==> src/rtl/tile_pkg.sv <==
`default_nettype none
// ============================================================================
// Module  : tile_pkg
// Purpose : Shared tile encodings, grid defaults and controller state values.
// Revision: 1.0 - initial release
// ============================================================================
package tile_pkg;

    localparam int DEF_COLS   = 8;
    localparam int DEF_ROWS   = 6;
    localparam int DEF_TILE_W = 80;
    localparam int DEF_TILE_H = 80;

    typedef enum logic [1:0] {
        BACKGROUND = 2'b00,
        FLOOR      = 2'b01,
        GIFT       = 2'b10,
        RSVD       = 2'b11
    } tile_t;

    typedef enum logic [1:0] {
        CTRL_IDLE  = 2'd0,
        CTRL_CLEAR = 2'd1,
        CTRL_DONE  = 2'd2
    } ctrl_state_t;

    // The reserved code never reaches storage; it collapses to background.
    function automatic logic [1:0] tile_store_value(input logic [1:0] t);
        return (t == RSVD) ? BACKGROUND : t;
    endfunction

endpackage
`default_nettype wire

==> src/rtl/tile_wr_arb.sv <==
`default_nettype none
// ============================================================================
// Module  : tile_wr_arb
// Purpose : Loader/hit write arbiter; TILE_RR_ARB_EN selects round-robin.
// Revision: 1.0 - initial release
// ============================================================================
module tile_wr_arb (
    input  logic clk,
    input  logic resetN,
    input  logic enable,
    input  logic ld_valid,
    input  logic hit_valid,
    output logic ld_grant,
    output logic hit_grant
);

    logic prio_ld;
    logic prio_ld_nxt;

    always_comb begin
        ld_grant  = enable && ld_valid && (!hit_valid || prio_ld);
        hit_grant = enable && hit_valid && !ld_grant;
    end

`ifdef TILE_RR_ARB_EN
    always_comb begin
        prio_ld_nxt = prio_ld;
        if (ld_grant)
            prio_ld_nxt = 1'b0;
        else if (hit_grant)
            prio_ld_nxt = 1'b1;
    end
`else
    // Fixed priority: the pointer is pinned to the loader.
    always_comb begin
        prio_ld_nxt = 1'b1;
    end
`endif

    always_ff @(posedge clk) begin
        if (!resetN)
            prio_ld <= 1'b1;
        else
            prio_ld <= prio_ld_nxt;
    end

endmodule
`default_nettype wire

==> src/rtl/tile_grid_ctrl.sv <==
`default_nettype none
// ============================================================================
// Module  : tile_grid_ctrl
// Purpose : Tile-type grid, pixel-to-cell lookup, write arbitration and clear
//           sequencer. Optional macro: TILE_RR_ARB_EN (round-robin writes).
// Revision: 1.0 - initial release
// ============================================================================
module tile_grid_ctrl
    import tile_pkg::*;
#(
    parameter int COLS   = DEF_COLS,
    parameter int ROWS   = DEF_ROWS,
    parameter int TILE_W = DEF_TILE_W,
    parameter int TILE_H = DEF_TILE_H,
    parameter int IDX_W  = $clog2(COLS * ROWS)
) (
    input  logic             clk,
    input  logic             resetN,
    input  logic [10:0]      pixelX,
    input  logic [10:0]      pixelY,
    input  logic             clearReq,
    input  logic             ldValid,
    input  logic [IDX_W-1:0] ldIdx,
    input  logic [1:0]       ldType,
    output logic             ldReady,
    input  logic             hitValid,
    input  logic [IDX_W-1:0] hitIdx,
    input  logic [1:0]       hitType,
    output logic             hitReady,
    output logic [10:0]      offsetX,
    output logic [10:0]      offsetY,
    output logic [1:0]       Tile_type,
    output logic [IDX_W-1:0] tileIdx,
    output logic             busy,
    output logic             clearDone
);

    localparam int CELLS = COLS * ROWS;
    localparam int PF_W  = COLS * TILE_W;
    localparam int PF_H  = ROWS * TILE_H;

    localparam logic [1:0] S_IDLE  = CTRL_IDLE;
    localparam logic [1:0] S_CLEAR = CTRL_CLEAR;
    localparam logic [1:0] S_DONE  = CTRL_DONE;

    logic [1:0]       state;
    logic [IDX_W-1:0] clr_cnt;
    logic [1:0]       grid     [CELLS];
    logic [1:0]       grid_nxt [CELLS];

    logic             ld_grant;
    logic             hit_grant;
    logic [IDX_W-1:0] wr_idx;
    logic [1:0]       wr_type;
    logic             wr_in_range;

    logic [IDX_W-1:0] lk_col;
    logic [IDX_W-1:0] lk_row_base;
    logic [10:0]      lk_x_base;
    logic [10:0]      lk_y_base;
    logic             lk_inside;

    tile_wr_arb u_arb (
        .clk       (clk),
        .resetN    (resetN),
        .enable    (resetN && (state == S_IDLE)),
        .ld_valid  (ldValid),
        .hit_valid (hitValid),
        .ld_grant  (ld_grant),
        .hit_grant (hit_grant)
    );

    assign ldReady   = ld_grant;
    assign hitReady  = hit_grant;
    assign busy      = (state != S_IDLE);
    assign clearDone = (state == S_DONE);

    assign wr_idx      = ld_grant ? ldIdx : hitIdx;
    assign wr_type     = tile_store_value(ld_grant ? ldType : hitType);
    assign wr_in_range = (32'(wr_idx) < CELLS);

    // Cell coordinates by counting crossed tile boundaries, avoiding a divider.
    always_comb begin
        lk_col      = '0;
        lk_row_base = '0;
        lk_x_base   = '0;
        lk_y_base   = '0;
        for (int k = 1; k < COLS; k++) begin
            if (pixelX >= 11'(k * TILE_W)) begin
                lk_col    = lk_col + 1'b1;
                lk_x_base = 11'(k * TILE_W);
            end
        end
        for (int k = 1; k < ROWS; k++) begin
            if (pixelY >= 11'(k * TILE_H)) begin
                lk_row_base = lk_row_base + IDX_W'(COLS);
                lk_y_base   = 11'(k * TILE_H);
            end
        end
        lk_inside = (pixelX < 11'(PF_W)) && (pixelY < 11'(PF_H));
    end

    always_comb begin
        grid_nxt = grid;
        if (state == S_CLEAR)
            grid_nxt[clr_cnt] = BACKGROUND;
        else if ((ld_grant || hit_grant) && wr_in_range)
            grid_nxt[wr_idx] = wr_type;
    end

    always_ff @(posedge clk) begin
        if (!resetN)
            grid <= '{default: BACKGROUND};
        else
            grid <= grid_nxt;
    end

    // Reads the pre-edge grid, so a same-cycle write shows up one cycle later.
    always_ff @(posedge clk) begin
        if (!resetN || !lk_inside) begin
            offsetX   <= '0;
            offsetY   <= '0;
            Tile_type <= BACKGROUND;
            tileIdx   <= '0;
        end else begin
            offsetX   <= pixelX - lk_x_base;
            offsetY   <= pixelY - lk_y_base;
            Tile_type <= grid[lk_row_base + lk_col];
            tileIdx   <= lk_row_base + lk_col;
        end
    end

    always_ff @(posedge clk) begin
        if (!resetN) begin
            state   <= S_IDLE;
            clr_cnt <= '0;
        end else begin
            case (state)
                S_IDLE: begin
                    clr_cnt <= '0;
                    if (clearReq)
                        state <= S_CLEAR;
                end
                S_CLEAR: begin
                    clr_cnt <= clr_cnt + 1'b1;
                    if (clr_cnt == IDX_W'(CELLS - 1))
                        state <= S_DONE;
                end
                S_DONE: begin
                    clr_cnt <= '0;
                    state   <= S_IDLE;
                end
                default: begin
                    clr_cnt <= '0;
                    state   <= S_IDLE;
                end
            endcase
        end
    end

endmodule
`default_nettype wire
==> config.mk <==
export PLATFORM = sky130hd
export DESIGN_NAME = tile_grid_ctrl
export DESIGN_NICKNAME = d
export VERILOG_FILES = /design/src/rtl/tile_pkg.sv /design/src/rtl/tile_wr_arb.sv /design/src/rtl/tile_grid_ctrl.sv
export SDC_FILE = /design/constraint.sdc
export NUM_CORES = 1
export LEC_CHECK = 0
export CORE_AREA = 2 2 140 142
export DETAILED_ROUTE_END_ITERATION = 10
export DIE_AREA = 0 0 142 144
export PLACE_DENSITY_LB_ADDON = 0.25
export SLEW_MARGIN = 20
export SYNTH_ARGS = -nofsm -noshare
export SYNTH_HDL_FRONTEND = slang
export SYNTH_SLANG_ARGS = --single-unit
==> constraint.sdc <==
create_clock -name clk -period 6 [get_ports clk]
set_input_delay 0.9 -clock clk [delete_from_list [all_inputs] [get_ports clk]]
set_output_delay 0.9 -clock clk [all_outputs]
set_load 0.02 [all_outputs]
* Yosys cells after proc, flatten, opt, wreduce, memory -nomap -nowiden
Cells that the tools add are included.
** Operators by class
- Add/subtract/negate cells :: 14
- Magnitude comparators :: 20
- Eq/ne operators :: 6
- Multiplexer cells :: 40
- Bitwise gates (word level) :: 5
- Reductions and logical operators :: 18
** Operator list (number)
- 96-bit two-way mux :: 2
- 11-bit two-way mux :: 10
- 96-bit AND :: 1
- 96-bit bitwise mux :: 1
- 96-bit inverter :: 1
- 6-bit two-way mux :: 11
- 11-bit by 9-bit >= comparator with 1-bit output, second input constant :: 5
- 11-bit by 8-bit >= comparator with 1-bit output, second input constant :: 4
- 6-bit by 1-bit adder with 6-bit output, second input constant :: 7
- 6-bit by 4-bit adder with 6-bit output, second input constant :: 4
- 2-bit demux with 6-bit select :: 2
- 11-bit by 7-bit >= comparator with 1-bit output, second input constant :: 2
- 11-bit subtractor :: 2
- 7-bit >= comparator, second input constant :: 3
- 6-bit inverter with 7-bit output :: 3
- 2-bit two-way mux :: 8
- 7-bit by 1-bit less-than comparator with 1-bit output, second input constant :: 2
- 7-bit two-way mux :: 2
- 2-bit binary-select mux with 6-bit select :: 1
- 11-bit by 10-bit >= comparator with 1-bit output, second input constant :: 1
- 11-bit by 10-bit less-than comparator with 1-bit output, second input constant :: 1
- 11-bit by 9-bit less-than comparator with 1-bit output, second input constant :: 1
- 1-bit logical AND :: 8
- 6-bit adder :: 1
- 14 further kinds :: 20
** Word-level totals
- Flip-flop bits (word level) :: 134
- Bits of input ports :: 43
- Word-level logic and storage cells :: 157

* Logic depth before layout (Yosys ltp)
Gate-level depths: netlist (run 1).
- Depth in word-level cells :: 19
- Mapped depth :: 27

* By module
A second synthesis (run 1) with hierarchy kept.
** Second synthesis, totals
- Cell total of the unflattened synthesis :: 993
- Area, all modules :: 8110.3 um2
** Modules (own cells, without submodules)
- tile_grid_ctrl :: times used 1, cells each 991, area an instance 8094.0 um2, seq. area each 2682.6 um2
- tile_wr_arb :: times used 1, cells each 2, area an instance 16.3 um2, seq. area each 0.0 um2

* Worst setup path after synthesis (run 1)
Ideal clock, no wire load.
- Path kind :: input to register
- Start :: in pixelX[8]
- End :: reg Tile_type[0]
- Setup time :: 133 ps
- Arrival time :: 5811 ps
- Data required time :: 5867 ps
- Path slack :: 56 ps
- Stages on the path :: 27
- Path buffers :: 2
- Path through :: buf_2 > nor3_1 > and3_1 > clkbuf_1 > ha_1 > xor2_1 > ha_1 > a21boi_0 > nand2b_1 > ha_1 > mux2i_1 > nand2_1 > ha_1 > a21o_1 > and2_1 > ha_1 > and2_1 > a21oi_1 > o22ai_1 > fa_1 > xor2_1 > xnor2_1 > nor2_1 > nand2_1 > nor3_1 > a31oi_1 > a31oi_1
** Between the ends
- Cells in the longest elaborated chain, start to end :: 19
- Elaborated cells on any way between the ends :: 29
- Classes of those cells :: add/sub (7); order compare (8); mux (10); bitwise (1); reduce/logical (3)
** RTL lines
- from (decl) :: line tile_grid_ctrl.sv:19 : input logic [10:0] pixelX,
- 11-bit by 7-bit >= comparator with 1-bit output :: line tile_grid_ctrl.sv:89 : if (pixelX >= 11'(k * TILE_W)) begin
- 1-bit two-way mux :: line tile_grid_ctrl.sv:89
- 6-bit by 1-bit adder with 6-bit output :: line tile_grid_ctrl.sv:90 : lk_col = lk_col + 1'b1;
- 6-bit two-way mux :: line tile_grid_ctrl.sv:89
- 6-bit by 1-bit adder with 6-bit output :: line tile_grid_ctrl.sv:90
- 6-bit two-way mux :: line tile_grid_ctrl.sv:89
- 6-bit by 1-bit adder with 6-bit output :: line tile_grid_ctrl.sv:90
- 6-bit two-way mux :: line tile_grid_ctrl.sv:89
- [2 not listed]
- 6-bit by 1-bit adder with 6-bit output :: line tile_grid_ctrl.sv:90
- 6-bit two-way mux :: line tile_grid_ctrl.sv:89
- 6-bit by 1-bit adder with 6-bit output :: line tile_grid_ctrl.sv:90
- 6-bit two-way mux :: line tile_grid_ctrl.sv:89
- 6-bit adder :: line tile_grid_ctrl.sv:128 : Tile_type <= grid[lk_row_base + lk_col];
- 6-bit inverter with 7-bit output (not written as such) :: line tile_grid_ctrl.sv:128
- 2-bit binary-select mux with 6-bit select :: line tile_grid_ctrl.sv:128
- 2-bit two-way mux (not written as such) (2 in series) :: line tile_grid_ctrl.sv:128
- to (signal assigned) :: line tile_grid_ctrl.sv:128
- to (decl) :: line tile_grid_ctrl.sv:32 : output logic [1:0] Tile_type,
Parallel ways exist; a longest one is shown, timed or not. The select of a mux whose other input is x is not followed.
A chain may end at the register's enable or synchronous reset.

* Final worst setup path (run 1)
- Start :: in pixelX[4]
- End :: reg Tile_type[0]
The elaborated chain is that of the path after synthesis.

==> impl_metrics.py, run 1 <==
metrics = {
    "synth": {
        "synth_cells": 1014,
        "yosysTopAreaCellShare_pct": 32.1,
        "synthTopCellsByArea": "dfxtp_1 32%, mux2i_1 7.3%, and2_1 6.9%, o21ai_0 6.6%, nor2_1 4.9%",
        "synth_top_flop_cell": "dfxtp_1",
        "ys_seq_area_share_pct": 32.1,
        "syn_nets": 1084,
        "syn-cell-area_um2": 8360,
        "async_flop_share_pct": 0,
        "synth.avg_cell_area_um2": 8.25,
        "netlist-cell-type-count": 67,
        "synth-warning-count": 0,
        "synth_edf_count": 0,
        "synth_seq_cells": 134,
        "yosys.area.top_type": "dfxtp_1",
    },
    "route": {
        "vias": 7648,
        "first_pass_iters": 7,
        "finalWirelength_mm": 23.6,
        "viasPerCell": 5.69,
        "drt_iter0_drc": 590,
        "drc": 0,
        "drtAntennaViolNets": 0,
        "wl_per_cell_um": 17.6,
    },
    "timing": {
        "setup_tns_ps": 0,
        "worst_pin_slew_ps": 905,
        "skew_ps": 8.30,
        "setup_slack_ps": 263,
        "report.final.hold_viol_count": 0,
        "min_period_ps": 5740,
        "slew-limit-headroom_pct": 39.7,
        "finalCritPeriodShare_pct": 95.6,
        "finalMaxSlewViolations": 0,
        "setup_violations": 0,
        "max_freq_ghz": 0.174,
    },
    "final_layout": {
        "fin_nets": 1164,
        "stdcell_area_um2": 10200,
        "layout_commonest_cell": "dfxtp_1",
        "final_cell_mix": "134 x dfxtp_1, 110 x o21ai_0, 109 x nor2_1",
        "drive_above_1_share_pct": 11.5,
        "antenna_cells": 0,
        "fill_cells": 1801,
        "area_growth_syn_to_layout_pct": 22.3,
    },
    "floorplan": {
        "fp.dieH_um": 144,
        "pin_count": 77,
        "fp.dieW_um": 142,
        "num_rows": 51,
        "fp.dieArea_um2": 20400,
        "coreArea_um2": 19100,
        "start_util_pct": 43.8,
    },
    "place": {
        "place_congestion": 0.864,
        "placed_area_um2": 9580,
        "pre_cts_slack_ps": -203,
        "port_buffers": 76,
        "dp_hpwl_mm": 16.9,
    },
    "cts": {
        "clk_pin_slew_worst_paths_ps": 60,
        "cts_root_buffer": "clkbuf_16",
        "cts_hold_buf": 0,
        "cts_buffers": 17,
        "clk_path_buf_depth": 2,
        "cts_tree": "done",
        "clock_sinks": 134,
        "cts_htree_levels": 4,
        "insertion_delay_ps": 430,
    },
    "global_routing": {
        "antenna_found_initial": 0,
        "grt_overflow": 0,
        "grt_pass1_vias": 7241,
        "grt_max_degree": 100,
        "grt_pass1_wl_mm": 38.2,
        "grt_use_total_pct": 23.7,
    },
    "power": {
        "power_density_nw_per_um2": 256,
        "ir_drop_uv": 208,
        "leakagePower_nw": 3.82,
    },
    "worst_setup_path": {
        "cp_slowest_cell": "clkdlybuf4s50_1",
        "endpoint_kind": "flop",
        "start_kind": "primary input",
        "cp.required_ps": 6350,
        "crit_fanout": 3,
        "cpMostUsedCell": "ha_1",
        "arrival_ps": 6080,
        "rr_worst_depth": 7,
        "cpPeakStageDelay_ps": 510,
        "path_class": "primary input to flop",
    },
    "job": {
        "cap_violations": 0,
    },
    "min_path": {
        "min_delay_path_depth": 1,
        "hp-class": "flop to flop",
    },
    "outcome": {
        "status": "finished clean",
    },
}
sequential cells by signal (all words and copies together), names as in the netlist:
register / flops
offsetX: 11
offsetY: 11
Tile_type: 2
clr_cnt: 6
state: 2
grid: 96
tileIdx: 6
power breakdown:
part           total, mW  switching, mW  leakage [nW]  internal (mW)
clock               1.06          0.426         0.283          0.638
sequential         0.899        0.00368          1.08          0.896
combinational      0.654          0.374          2.45          0.280
total               2.62          0.803          3.82           1.81
layer usage:
metal | up-vias | track usage, % | wire length [um]
met2 | 225 | 40.0 | 11200
met4 | 0 | 9.42 | 680
met3 | 44 | 3.81 | 1120
met1 | 3631 | 30.5 | 10600
li1 | 3748 | - | -
met5 | - | 0 | 0
critical path: cells and delay by family:
family,cells,cell delay [ps]
simple gates,7,970
mux,1,190
buf+inv,2,690
xor+xnor,3,640
compound gates,7,940
fa+ha+maj,6,1730
worst paths after layout:
check	to	slack [ps]	start
worst max-delay path	Tile_type[0]	260	pixelX[4]
worst min-delay path	clr_cnt[0]	520	clr_cnt[0]
worst max register to register	grid[71]	2620	state[0]
worst min register to register	clr_cnt[0]	520	clr_cnt[0]
what timing repair did:
item	4_1_cts	5_1_grt
buffers inserted	0	2
gates resized for setup	0	13
endpoints found under the setup margin	0	2
per-stage QoR:
stage          utilization, %  std cells  total power, mW  hold WS [ps]
6_report                 53.6       1345             2.62           523
5_1_grt                  53.6       1345             2.72           586
4_1_cts                  53.3       1343             2.61           519
3_5_place_dp             50.2       1311             1.55           489
3_3_place_gp             50.2       1311             1.55           476
2_1_floorplan               -       1014             1.30           454
kinds of logic (layout without fill, tap and decap cells):
| group | count (synthesis) | in the layout | synth area share, % |
|---|---|---|---|
| simple gates | 412 | 412 | 24.8 |
| compound gates | 243 | 243 | 18.7 |
| flops | 134 | 134 | 32.1 |
| mux | 86 | 86 | 13.2 |
| buf+inv | 86 | 179 | 4.14 |
| fa+ha+maj | 28 | 28 | 4.43 |
| xor+xnor | 25 | 25 | 2.71 |
area by class of cell:
cell class | count | area (um^2) | area share [%]
timing repair buffer | 123 | 1160 | 11.3
multi-input combinational | 794 | 5410 | 52.9
tap | 238 | 298 | 2.91
sequential | 134 | 2680 | 26.2
inverter | 24 | 90.1 | 0.880
clock buffer | 19 | 453 | 4.43
clock inverter | 13 | 144 | 1.41
Yosys cell counts (all sizes together) (3+ instances only):
cell type and n:
o21ai 113, a21boi 4, a31oi 5, a222oi 3
inv 24, nor3b 5, and3b 3, and2 93
nor2 112, a221oi 6, and3 6, or2 12
nor3 28, nand2 84, buf 13, nand3 23
a21o 9, nor2b 9, mux4 15, a21oi 20
o21a 22, or3 6, o22ai 3, a22oi 9
o311ai 6, nand3b 5, xnor2 14, clkbuf 49
mux2i 61, xor2 11, o211ai 22, a2111oi 3
a211oi 5, a221o 4, nand2b 15, mux2 10
o31ai 3, dfxtp 134, fa 3, nand4 7
ha 24
Power figures use the tool's default switching activity.
==> inputs of run 2 (changes only) <==
Settings changed: CTS_BUF_LIST set to sky130_fd_sc_hd__clkbuf_16.
==> run 2 against run 1 <==
Worst setup slack got worse by 9.8 ps. Critical path depth stayed put. Maximum frequency shrank 0.17%. Global-route usage hardly changed. Non-clock buffer count stayed put. Clock-buffer cell count fell by 2. Die area unchanged.
==> impl_metrics.py, run 2 (synthesis gave the netlist of run 1 again) <==
metrics = {
    "outcome": {
        "status": "finished clean",
    },
    "route": {
        "drt_iter0_drc": 545,
        "drtAntennaViolNets": 0,
        "drc": 0,
        "vias": 7705,
        "viasPerCell": 5.73,
        "wl_per_cell_um": 17.5,
        "finalWirelength_mm": 23.6,
        "first_pass_iters": 7,
    },
    "cts": {
        "cts_tree": "done",
        "cts_hold_buf": 0,
        "clock_sinks": 134,
        "cts_htree_levels": 4,
        "insertion_delay_ps": 430,
        "clk_pin_slew_worst_paths_ps": 60,
        "clk_path_buf_depth": 2,
        "cts_root_buffer": "clkbuf_16",
        "cts_buffers": 17,
    },
    "min_path": {
        "hp-class": "flop to flop",
        "min_delay_path_depth": 1,
    },
    "worst_setup_path": {
        "cpMostUsedCell": "ha_1",
        "critPathBufInv": 2,
        "path_class": "primary input to flop",
        "start_kind": "primary input",
        "crit_fanout": 3,
        "cp_slowest_cell": "clkdlybuf4s50_1",
        "rr_worst_depth": 7,
        "cpPeakStageDelay_ps": 510,
        "arrival_ps": 6090,
        "crit_cells": 26,
        "critical_path.top_delay_family": "adder cells",
        "endpoint_kind": "flop",
        "cp.required_ps": 6350,
    },
    "final_layout": {
        "largest-register": "grid",
        "stdcell_area_um2": 10200,
        "fin_util_pct": 53.5,
        "fill_cells": 1806,
        "largest_register_ffs": 96,
        "layout_commonest_cell": "dfxtp_1",
        "top_regs": "grid x96, offsetX x11, offsetY x11",
        "drive_above_1_share_pct": 11.3,
        "fin_nets": 1164,
        "final_cell_mix": "134 x dfxtp_1, 110 x o21ai_0, 109 x nor2_1",
        "area_growth_syn_to_layout_pct": 22.1,
        "antenna_cells": 0,
    },
    "place": {
        "placed_area_um2": 9580,
        "dp_hpwl_mm": 16.9,
        "place_congestion": 0.864,
        "port_buffers": 76,
        "pre_cts_slack_ps": -203,
    },
    "timing": {
        "skew_ps": 8.60,
        "setup_violations": 0,
        "worst_pin_slew_ps": 904,
        "slew-limit-headroom_pct": 39.8,
        "report.final.hold_viol_count": 0,
        "max_freq_ghz": 0.174,
        "whs_ps": 522,
        "min_period_ps": 5750,
        "setup_slack_ps": 253,
        "finalCritPeriodShare_pct": 95.8,
        "finalMaxSlewViolations": 0,
    },
    "global_routing": {
        "antenna_found_initial": 0,
        "grt_use_total_pct": 23.7,
        "grt_overflow": 0,
        "grt_pass1_wl_mm": 38.3,
        "grt_max_degree": 100,
        "grt_pass1_vias": 7238,
    },
    "power": {
        "power_frac_seq_pct": 34.7,
        "pwr-share-clk_pct": 40.0,
        "ir_drop_uv": 207,
        "p_comb_share_pct": 25.2,
        "power_density_nw_per_um2": 253,
        "internal_power_mw": 1.79,
        "leakagePower_nw": 3.81,
        "switching_share_pct": 31.0,
        "power_switching_mw": 0.801,
    },
    "floorplan": {
        "start_util_pct": 43.8,
        "pin_count": 77,
        "num_rows": 51,
        "fp.dieW_um": 142,
        "fp.dieArea_um2": 20400,
        "fp.dieH_um": 144,
        "coreArea_um2": 19100,
    },
    "job": {
        "cap_violations": 0,
    },
}
-- run 2: changes by cell type in the layout (fill, tap and decap cells not counted), sizes merged --
cell and delta:
clkbuf -2, clkinv +2
-- run 2: per-layer routing --
metal  vias up  wire (um)  global-route usage [%]  share of wire (%)
met5         -          0                       0                  0
met4         0        616                    9.53                2.6
met3        39       1030                    3.87                4.4
met2       212      11400                    40.0                 48
met1      3709      10600                    30.4                 45
li1       3745          -                       -                  -
-- run 2: power by group through the flow --
stage	clock (mW)	combinational, mW	sequential (mW)
4_1_cts	1.05	0.638	0.899
5_1_grt	1.09	0.710	0.899
6_report	1.04	0.653	0.899
2_1_floorplan	0	0.372	0.923
3_3_place_gp	0	0.628	0.919
3_5_place_dp	0	0.635	0.919
-- run 2: timing repair --
item / in CTS / in global routing
buffers inserted: 0 / 2
hold endpoints to repair: 0 / 0
endpoints found under the setup margin: 0 / 2
resized for setup: 0 / 13
-- run 2: worst reg2reg max path, delay by kind of cell (launching register included) --
family	cells	cell delay [ps]
AND/OR/NAND/NOR	5	2210
multiplexers	2	750
flip-flops	1	360
-- run 2: through the flow --
stage	power (mW)	setup TNS, ps	instances
floorplan	1.30	0	1014
detailed placement	1.55	-367	1311
global placement	1.55	-121	1311
global route	2.70	-150	1345
CTS	2.58	0	1343
finish	2.59	0	1345
-- run 2: area by class of cell --
class                           count  area, um^2  share of cell area, %
Clock inverter                     15         151                   1.48
Clock buffer                       17         425                   4.17
Inverter                           24        90.1                  0.882
Tap cell                          238         298                   2.92
Timing Repair Buffer              123        1160                   11.3
Multi-Input combinational cell    794        5410                   53.0
Sequential cell                   134        2680                   26.3
-- run 2: final timing paths --
kind	startpoint	to	slack, ps
setup reg to reg	state[0]	grid[71]	2580
hold reg to reg	clr_cnt[0]	clr_cnt[0]	520
hold / removal	clr_cnt[0]	clr_cnt[0]	520
setup / recovery	pixelX[4]	Tile_type[0]	250
